File: src/rtl/puf_majority_voter.sv
// puf_majority_voter
//   Drives the PUF enable, waits SETTLE_CYCLES for the delay paths to settle,
//   captures the response on NUM_SAMPLES consecutive cycles and resolves each
//   bit by majority vote into a stable key word.
//
// Ports
//   clk          system clock, rising edge
//   rst          synchronous active-high reset
//   start        one-cycle key request (honoured only in IDLE or DONE)
//   response_in  PUF response bus (WIDTH)
//   puf_enable   PUF signal enable (high in SETTLE and SAMPLE)
//   busy         high in SETTLE, SAMPLE and RESOLVE
//   key_valid    high in DONE; key_out stable while high
//   key_out      majority-voted key (WIDTH)
//
// Optional feature (macro PUF_VOTER_UNSTABLE_MASK_EN)
//   unstable_mask  per-bit flag: the bit was not unanimous across samples
//   unstable_any   OR-reduction of unstable_mask
module puf_majority_voter #(
    parameter int WIDTH         = 128,
    parameter int NUM_SAMPLES   = 7,
    parameter int SETTLE_CYCLES = 2
) (
    input  logic             clk,
    input  logic             rst,
    input  logic             start,
    input  logic [WIDTH-1:0] response_in,
    output logic             puf_enable,
    output logic             busy,
    output logic             key_valid,
    output logic [WIDTH-1:0] key_out
`ifdef PUF_VOTER_UNSTABLE_MASK_EN
    ,
    output logic [WIDTH-1:0] unstable_mask,
    output logic             unstable_any
`endif
);

    localparam int CW = $clog2(NUM_SAMPLES + 1);
    localparam int SW = $clog2(SETTLE_CYCLES + 1);

    generate
        if ((NUM_SAMPLES < 3) || (NUM_SAMPLES % 2 == 0)) begin : g_bad_samples
            $error("puf_majority_voter: NUM_SAMPLES must be odd and >= 3");
        end
        if (SETTLE_CYCLES < 1) begin : g_bad_settle
            $error("puf_majority_voter: SETTLE_CYCLES must be >= 1");
        end
    endgenerate

    typedef enum logic [2:0] {
        IDLE    = 3'd0,
        SETTLE  = 3'd1,
        SAMPLE  = 3'd2,
        RESOLVE = 3'd3,
        DONE    = 3'd4
    } state_t;

    state_t                  state, state_nxt;
    logic [SW-1:0]           settle_cnt;
    logic [CW-1:0]           sample_cnt;
    logic [WIDTH-1:0][CW-1:0] ones_cnt;
    logic                    start_req;

    // A request is only honoured from IDLE or DONE; elsewhere it is dropped.
    assign start_req = start && ((state == IDLE) || (state == DONE));

    always_ff @(posedge clk) begin
        if (rst) state <= IDLE;
        else     state <= state_nxt;
    end

    always_comb begin
        state_nxt  = state;
        puf_enable = 1'b0;
        busy       = 1'b0;
        key_valid  = 1'b0;
        case (state)
            IDLE: begin
                if (start) state_nxt = SETTLE;
            end
            SETTLE: begin
                puf_enable = 1'b1;
                busy       = 1'b1;
                if (settle_cnt == SW'(SETTLE_CYCLES - 1)) state_nxt = SAMPLE;
            end
            SAMPLE: begin
                puf_enable = 1'b1;
                busy       = 1'b1;
                if (sample_cnt == CW'(NUM_SAMPLES - 1)) state_nxt = RESOLVE;
            end
            RESOLVE: begin
                busy      = 1'b1;
                state_nxt = DONE;
            end
            DONE: begin
                key_valid = 1'b1;
                if (start) state_nxt = SETTLE;
            end
            default: state_nxt = IDLE;
        endcase
    end

    // Settle/sample counters and per-bit ones counters. Counters are cleared
    // when a new key is requested; the last increment of each phase leaves the
    // counter at its terminal value, which is harmless until the next clear.
    always_ff @(posedge clk) begin
        if (rst) begin
            settle_cnt <= '0;
            sample_cnt <= '0;
            ones_cnt   <= '0;
        end else if (start_req) begin
            settle_cnt <= '0;
            sample_cnt <= '0;
            ones_cnt   <= '0;
        end else if (state == SETTLE) begin
            settle_cnt <= settle_cnt + SW'(1);
        end else if (state == SAMPLE) begin
            sample_cnt <= sample_cnt + CW'(1);
            for (int i = 0; i < WIDTH; i++)
                ones_cnt[i] <= ones_cnt[i] + CW'(response_in[i]);
        end
    end

    // key_out is only written in RESOLVE, so it holds through DONE and the
    // following SETTLE/SAMPLE of a back-to-back request.
    always_ff @(posedge clk) begin
        if (rst) begin
            key_out <= '0;
        end else if (state == RESOLVE) begin
            for (int i = 0; i < WIDTH; i++)
                key_out[i] <= (ones_cnt[i] > CW'(NUM_SAMPLES / 2));
        end
    end

`ifdef PUF_VOTER_UNSTABLE_MASK_EN
    always_ff @(posedge clk) begin
        if (rst) begin
            unstable_mask <= '0;
        end else if (state == RESOLVE) begin
            for (int i = 0; i < WIDTH; i++)
                unstable_mask[i] <= (ones_cnt[i] != '0) &&
                                    (ones_cnt[i] != CW'(NUM_SAMPLES));
        end
    end

    assign unstable_any = |unstable_mask;
`endif

endmodule
File: config.mk
export PLATFORM = sky130hd
export DESIGN_NAME = puf_majority_voter
export DESIGN_NICKNAME = d
export VERILOG_FILES = /design/src/rtl/puf_majority_voter.sv
export SDC_FILE = /design/constraint.sdc
export NUM_CORES = 1
export LEC_CHECK = 0
export CORE_ASPECT_RATIO = 0.9
export CORE_MARGIN = 10
export CORE_UTILIZATION = 60
export DETAILED_ROUTE_END_ITERATION = 7
export PLACE_DENSITY_LB_ADDON = 0.25
export SETUP_SLACK_MARGIN = 0.02
export SYNTH_ARGS = -nofsm -noshare
export SYNTH_HDL_FRONTEND = slang
export SYNTH_SLANG_ARGS = --single-unit
File: constraint.sdc
create_clock -name clk -period 4.1 [get_ports clk]
set_input_delay 0.41 -clock clk [delete_from_list [all_inputs] [get_ports clk]]
set_output_delay 0.41 -clock clk [all_outputs]
set_load 0.01 [all_outputs]
==> flow_metrics.py, run 1 <==
metrics = {
    "worst_setup_path": {
        "setup.worst_path.start_class": "register",
        "cp-end-kind": "primary output",
        "crit_path_max_fanout": 10,
        "cp.arrival_ns": 2.13,
        "critPathRequiredTime_ns": 3.69,
        "critPathKind": "register to primary output",
    },
    "yosys": {
        "synthAdderAreaFrac_pct": 14.7,
        "synth_cells": 2652,
        "synth_warnings": 0,
        "synth_top_family_by_area": "simple AND/OR/NAND/NOR gates",
        "yosysSeqAreaShare_pct": 47.3,
        "synth_seq_cells": 520,
        "synth_area_sq_mm": 0.0220,
        "syn_avg_cell_area_sq_um": 8.30,
        "syn_nets": 3042,
        "synth-simple-area-share_pct": 17.3,
        "synthXorXnorAreaFrac_pct": 0.0796,
        "synth.mux.area_fraction_pct": 0.0455,
        "synth.distinct_cells": 28,
        "synth_compound_area_share_pct": 14.8,
    },
    "detailed_routing": {
        "drc": 0,
        "first_pass_iters": 5,
        "via_per_inst": 5.56,
        "via_count": 18500,
        "drtIter0Drc": 1834,
        "antenna_left": 0,
        "wl_um": 60200,
        "wl_per_cell_um": 18.1,
    },
    "timing": {
        "finalSetupViolCount": 0,
        "rsz0062_at_grt": "false",
        "holdWs_ns": 0.312,
        "worstMarginPinSlew_ns": 1.03,
        "fmax_ghz": 0.394,
        "fin_worst_skew_ns": 0.0118,
        "fin_crit_sh_pct": 61.9,
        "timing.final.max_slew_violations": 0,
        "relSlewSlack_pct": 31.6,
        "period_minus_slack_ns": 2.54,
        "fin_setup_tns_ns": 0,
        "hold_viol": 0,
    },
    "clock_network": {
        "cts_sinks": 520,
        "clockBufferDepth": 3,
        "clockRootBuffer": "clkbuf_16",
        "cts.hold.buffers_added": 0,
        "cts_repair_resize_count": 0,
        "clock_latency_ns": 0.56,
        "htree_num_levels": 2,
        "cts_made_buffers": 50,
        "postCtsSetupBuffers": 0,
        "cts_tree": "built",
        "path_clk_slew_ns": 0.06,
    },
    "power": {
        "p_per_area_mw_per_mm2": 393,
        "leakagePower_uw": 0.00972,
        "vdd_drop_max_mv": 0.277,
    },
    "global_routing": {
        "grt_max_degree": 215,
        "antenna_found_initial": 6,
        "grt_pass1_wl_um": 93000,
        "grt_pass1_vias": 17100,
        "grt_usage_pct": 25.4,
        "overflow": 0,
    },
    "floorplan": {
        "die_area_sq_mm": 0.0447,
        "die_x_um": 222,
        "start_util_pct": 60.8,
        "rows": 66,
        "floorplan.die.height_um": 202,
        "coreArea_sq_mm": 0.0362,
        "ios": 262,
    },
    "final_layout": {
        "drive_above_1_share_pct": 3.69,
        "layout.nets": 3201,
        "areaGrowthSynthToFinish_pct": 20.3,
        "fillers": 2662,
    },
    "job": {
        "cap_viol_max_count": 0,
    },
    "run_status": {
        "outcome": "finished clean",
    },
    "place": {
        "port_buffers": 261,
        "routabilityCongestion": 0.811,
        "hpwl_um": 42700,
    },
    "worst_hold_path": {
        "hold_class": "input pin to register",
    },
}
[critical path, stage by stage (launching register included)]
cell and delay (ns):
dfxtp_1 0.51, or2b_1 0.28, a21oi_1 0.20, clkdlybuf4s50_1 0.57
[metal layers]
layer	GRT usage (%)	up-vias	share of wire (%)
li1	-	9131	-
met1	37.5	8743	47
met2	36.4	587	43
met3	5.93	63	8.7
met4	6.36	0	1.6
met5	0	-	0
[kinds of logic after synthesis]
group / after synthesis
xor+xnor: 2
simple gates: 915
compound gates: 650
fa+ha+maj: 259
mux: 1
buf+inv: 305
flops: 520
[Yosys cell counts, drive strengths merged]
cell	count	area share, %
or2	1	0.028
or3b	1	0.040
xnor2	2	0.080
o21ai	129	2.9
and2	1	0.028
mux2i	1	0.045
ha	259	15
nor3b	2	0.091
nand3b	3	0.10
buf	66	1.6
nor2	7	0.12
dfxtp	520	47
or3	129	3.7
or2b	1	0.034
a21o	1	0.034
nand2	768	13
nand2b	1	0.028
clkbuf	108	1.9
inv	131	2.2
a21oi	516	12
and3b	1	0.040
a211oi	3	0.10
o32ai	1	0.040
[metrics by stage]
stage | total power (uW) | util [%] | instances | setup slack, ns | instance area [sq um]
6_report | 10400 | 73.2 | 3330 | 1.56 | 26500
5_1_grt | 10700 | 73.2 | 3330 | 1.50 | 26500
4_1_cts | 10400 | 73.1 | 3324 | 1.57 | 26500
3_5_place_dp | 5610 | 68.3 | 3235 | 1.79 | 24700
3_3_place_gp | 5600 | 68.3 | 3235 | 1.81 | 24700
2_1_floorplan | 5400 | - | 2652 | 2.51 | 22000
[registers in the layout, summed over array words and instances, names as in the netlist]
register / count
ones_cnt: 384
settle_cnt: 2
key_out: 128
state: 3
sample_cnt: 3
[cell usage in the layout (no fill, tap or decap), types with 10 or more instances in the layout]
cell / instances
buf_4: 14
or3_1: 129
a21oi_1: 516
clkbuf_1: 10
clkbuf_16: 51
nand2_1: 768
clkbuf_8: 13
clkdlybuf4s50_1: 260
dfxtp_1: 520
ha_1: 259
o21ai_0: 129
inv_1: 131
[path summary, 6_finish.rpt]
| kind | start | end | slack (ns) | cells after the start |
|---|---|---|---|---|
| hold / removal | rst | key_out[61] | 0.31 | 2 |
| setup / recovery | state[1] | puf_enable | 1.56 | 3 |
| setup reg to reg | state[2] | ones_cnt[198] | 1.82 | 4 |
| hold reg to reg | key_out[33] | key_out[33] | 0.45 | 2 |
[final cells by class]
class,instances,area (sq um),share of cell area (%)
antenna,6,15.0,0.0567
clock buffer,74,1490,5.64
clock inverter,15,256,0.969
inverter,131,492,1.86
multi-input combinational,1827,10400,39.1
sequential,520,10400,39.3
tap,476,596,2.25
timing repair buffer,281,2850,10.8
[power breakdown]
group	internal [uW]	total [uW]	leakage (uW)	switching, uW
registers	5060	5080	0.00419	11.1
clock network	2950	4900	0.000861	1950
logic	175	429	0.00467	255
Note: power is estimated with default switching activity, not from simulation.
==> run 2, diff against run 1 <==
Settings changed: CORE_UTILIZATION 60 to 51.
Clock period 4.1 ns to 2.3 ns, I/O delays scaled along.
==> run 2 against run 1 <==
Compared with the run above:
- sequential share of layout area shrank 0.74 points
- via count shrank 0.24%
- first-iteration DRC count grew 0.87%
- combinational power grew 94%
- critical path depth shrank 1
- clock power grew 81%
- flip-flop and latch count is the same
- largest power group unchanged
- global-route usage shrank 2.5 points
- final area grew 1.9%
==> flow_metrics.py, run 2 (same netlist as run 1, synthesis figures left out) <==
metrics = {
    "clock_network": {
        "cts_sinks": 520,
        "path_clk_slew_ns": 0.06,
        "htree_num_levels": 2,
        "clockBufferDepth": 3,
        "clockRootBuffer": "clkbuf_16",
        "clock_latency_ns": 0.60,
        "cts_made_buffers": 55,
        "cts_tree": "built",
        "postCtsSetupBuffers": 0,
    },
    "final_layout": {
        "largest_reg_flops": 384,
        "drive_above_1_share_pct": 4.55,
        "layout.nets": 3222,
        "mostFrequentLayoutCell": "nand2_1",
        "finish.utilization_pct": 63.0,
        "mostFrequentLayoutCells": "nand2_1 (768), dfxtp_1 (518), a21oi_1 (516)",
        "fillers": 3583,
        "stdcell_count": 3434,
        "reg.largest.list": "ones_cnt: 384 flops, key_out: 128 flops",
        "regMostFlops": "ones_cnt",
        "areaGrowthSynthToFinish_pct": 22.6,
    },
    "floorplan": {
        "coreArea_sq_mm": 0.0428,
        "ios": 262,
        "start_util_pct": 51.4,
        "rows": 72,
        "floorplan.die.height_um": 217,
        "die_x_um": 239,
        "die_area_sq_mm": 0.0519,
    },
    "power": {
        "leakagePower_uw": 0.00993,
        "p_total_uw": 18800,
        "p_int_uw": 14600,
        "vdd_drop_max_mv": 0.548,
        "clkPwrFrac_pct": 47.3,
        "seqPwrFrac_pct": 48.2,
        "switching_share_pct": 21.9,
        "combPwrFrac_pct": 4.4,
        "p_per_area_mw_per_mm2": 696,
        "p_sw_uw": 4110,
    },
    "detailed_routing": {
        "first_pass_iters": 6,
        "drtIter0Drc": 1850,
        "wl_um": 61800,
        "wl_per_cell_um": 18.0,
        "via_per_inst": 5.38,
        "antenna_left": 0,
        "drc": 0,
        "via_count": 18500,
    },
    "timing": {
        "fin_setup_tns_ns": 0,
        "period_minus_slack_ns": 2.17,
        "worstMarginPinSlew_ns": 0.807,
        "relSlewSlack_pct": 46.2,
        "finalSetupViolCount": 0,
        "holdWs_ns": 0.201,
        "rsz0062_at_grt": "false",
        "fin_crit_sh_pct": 94.2,
        "hold_viol": 0,
        "timing.final.max_slew_violations": 0,
        "fmax_ghz": 0.461,
        "fin_worst_skew_ns": 0.0125,
    },
    "global_routing": {
        "grt_max_degree": 105,
        "antenna_found_initial": 2,
        "overflow": 0,
        "grt_pass1_vias": 17000,
        "grt_pass1_wl_um": 94600,
        "grt_usage_pct": 22.9,
    },
    "run_status": {
        "outcome": "finished clean",
    },
    "worst_setup_path": {
        "r2r-end": "ones_cnt[67]",
        "crit_path_end": "key_valid",
        "crit_path_max_fanout": 12,
        "startpoint": "state[2]",
        "critPathKind": "register to primary output",
        "ff2ff_path_depth": 5,
        "cp.arrival_ns": 1.94,
        "critPathRequiredTime_ns": 2.07,
        "r2r_start": "state[2]",
        "setup.worst_path.start_class": "register",
        "cp-end-kind": "primary output",
        "r2r_slack_ns": 0.25,
    },
    "place": {
        "dp_cells": 3330,
        "port_buffers": 261,
        "routabilityCongestion": 0.819,
        "hpwl_um": 45400,
    },
    "worst_hold_path": {
        "hold_class": "input pin to register",
    },
    "job": {
        "cap_viol_max_count": 0,
    },
}
[run 2: worst min path at each step]
stage / startpoint / to / slack [ns] / depth (start not counted)
after global placement: key_out[57] / key_out[57] / 0.44 / 2
after detailed placement: key_out[9] / key_out[9] / 0.45 / 2
after global routing: rst / ones_cnt[149] / 0.21 / 3
after floorplan: start / state[2] / 0.42 / 2
after CTS: rst / ones_cnt[143] / 0.16 / 3
final: rst / ones_cnt[104] / 0.20 / 3
[run 2: power by group through the flow]
stage	Combinational, uW	Sequential [uW]	Clock, uW
after floorplan	395	9240	0
after global placement	818	9250	0
after detailed placement	833	9250	0
after CTS	835	9050	9010
after global routing	911	9050	9370
final	833	9050	8880
[run 2: cell type report]
cell class	instances	area [sq um]	area share [%]
Multi-Input combinational cell	1827	10400	38.4
Timing Repair Buffer	297	3190	11.8
Antenna cell	3	7.51	0.0278
Clock buffer	84	1650	6.11
Inverter	131	492	1.82
Clock inverter	17	171	0.635
Tap cell	555	694	2.57
Sequential cell	520	10400	38.6
[run 2: repair_timing]
action	4_1_cts	5_1_grt
pin swaps	0	0
hold buffers	0	0
resized for setup	3	1
setup endpoints to repair	2	1
[run 2: stage by stage]
step                setup WS (ns)  area [sq um]
floorplan                   0.712         22000
global placement            0.443         25100
detailed placement          0.351         25100
CTS                        0.0952         27000
global route               0.0519         27000
finish                      0.132         27000
[run 2: per-layer routing]
metal	wire (um)	vias up	track usage, %
met5	0	-	0
met4	929	0	4.94
met3	4700	68	4.14
met2	25600	522	32.8
met1	30500	8711	35.0
li1	-	9179	-
[run 2: critical path, cell delays in order, from the launching register on]
cell             delay [ns]
dfxtp_1                0.57
and2_1                 0.21
clkdlybuf4s50_1        0.56
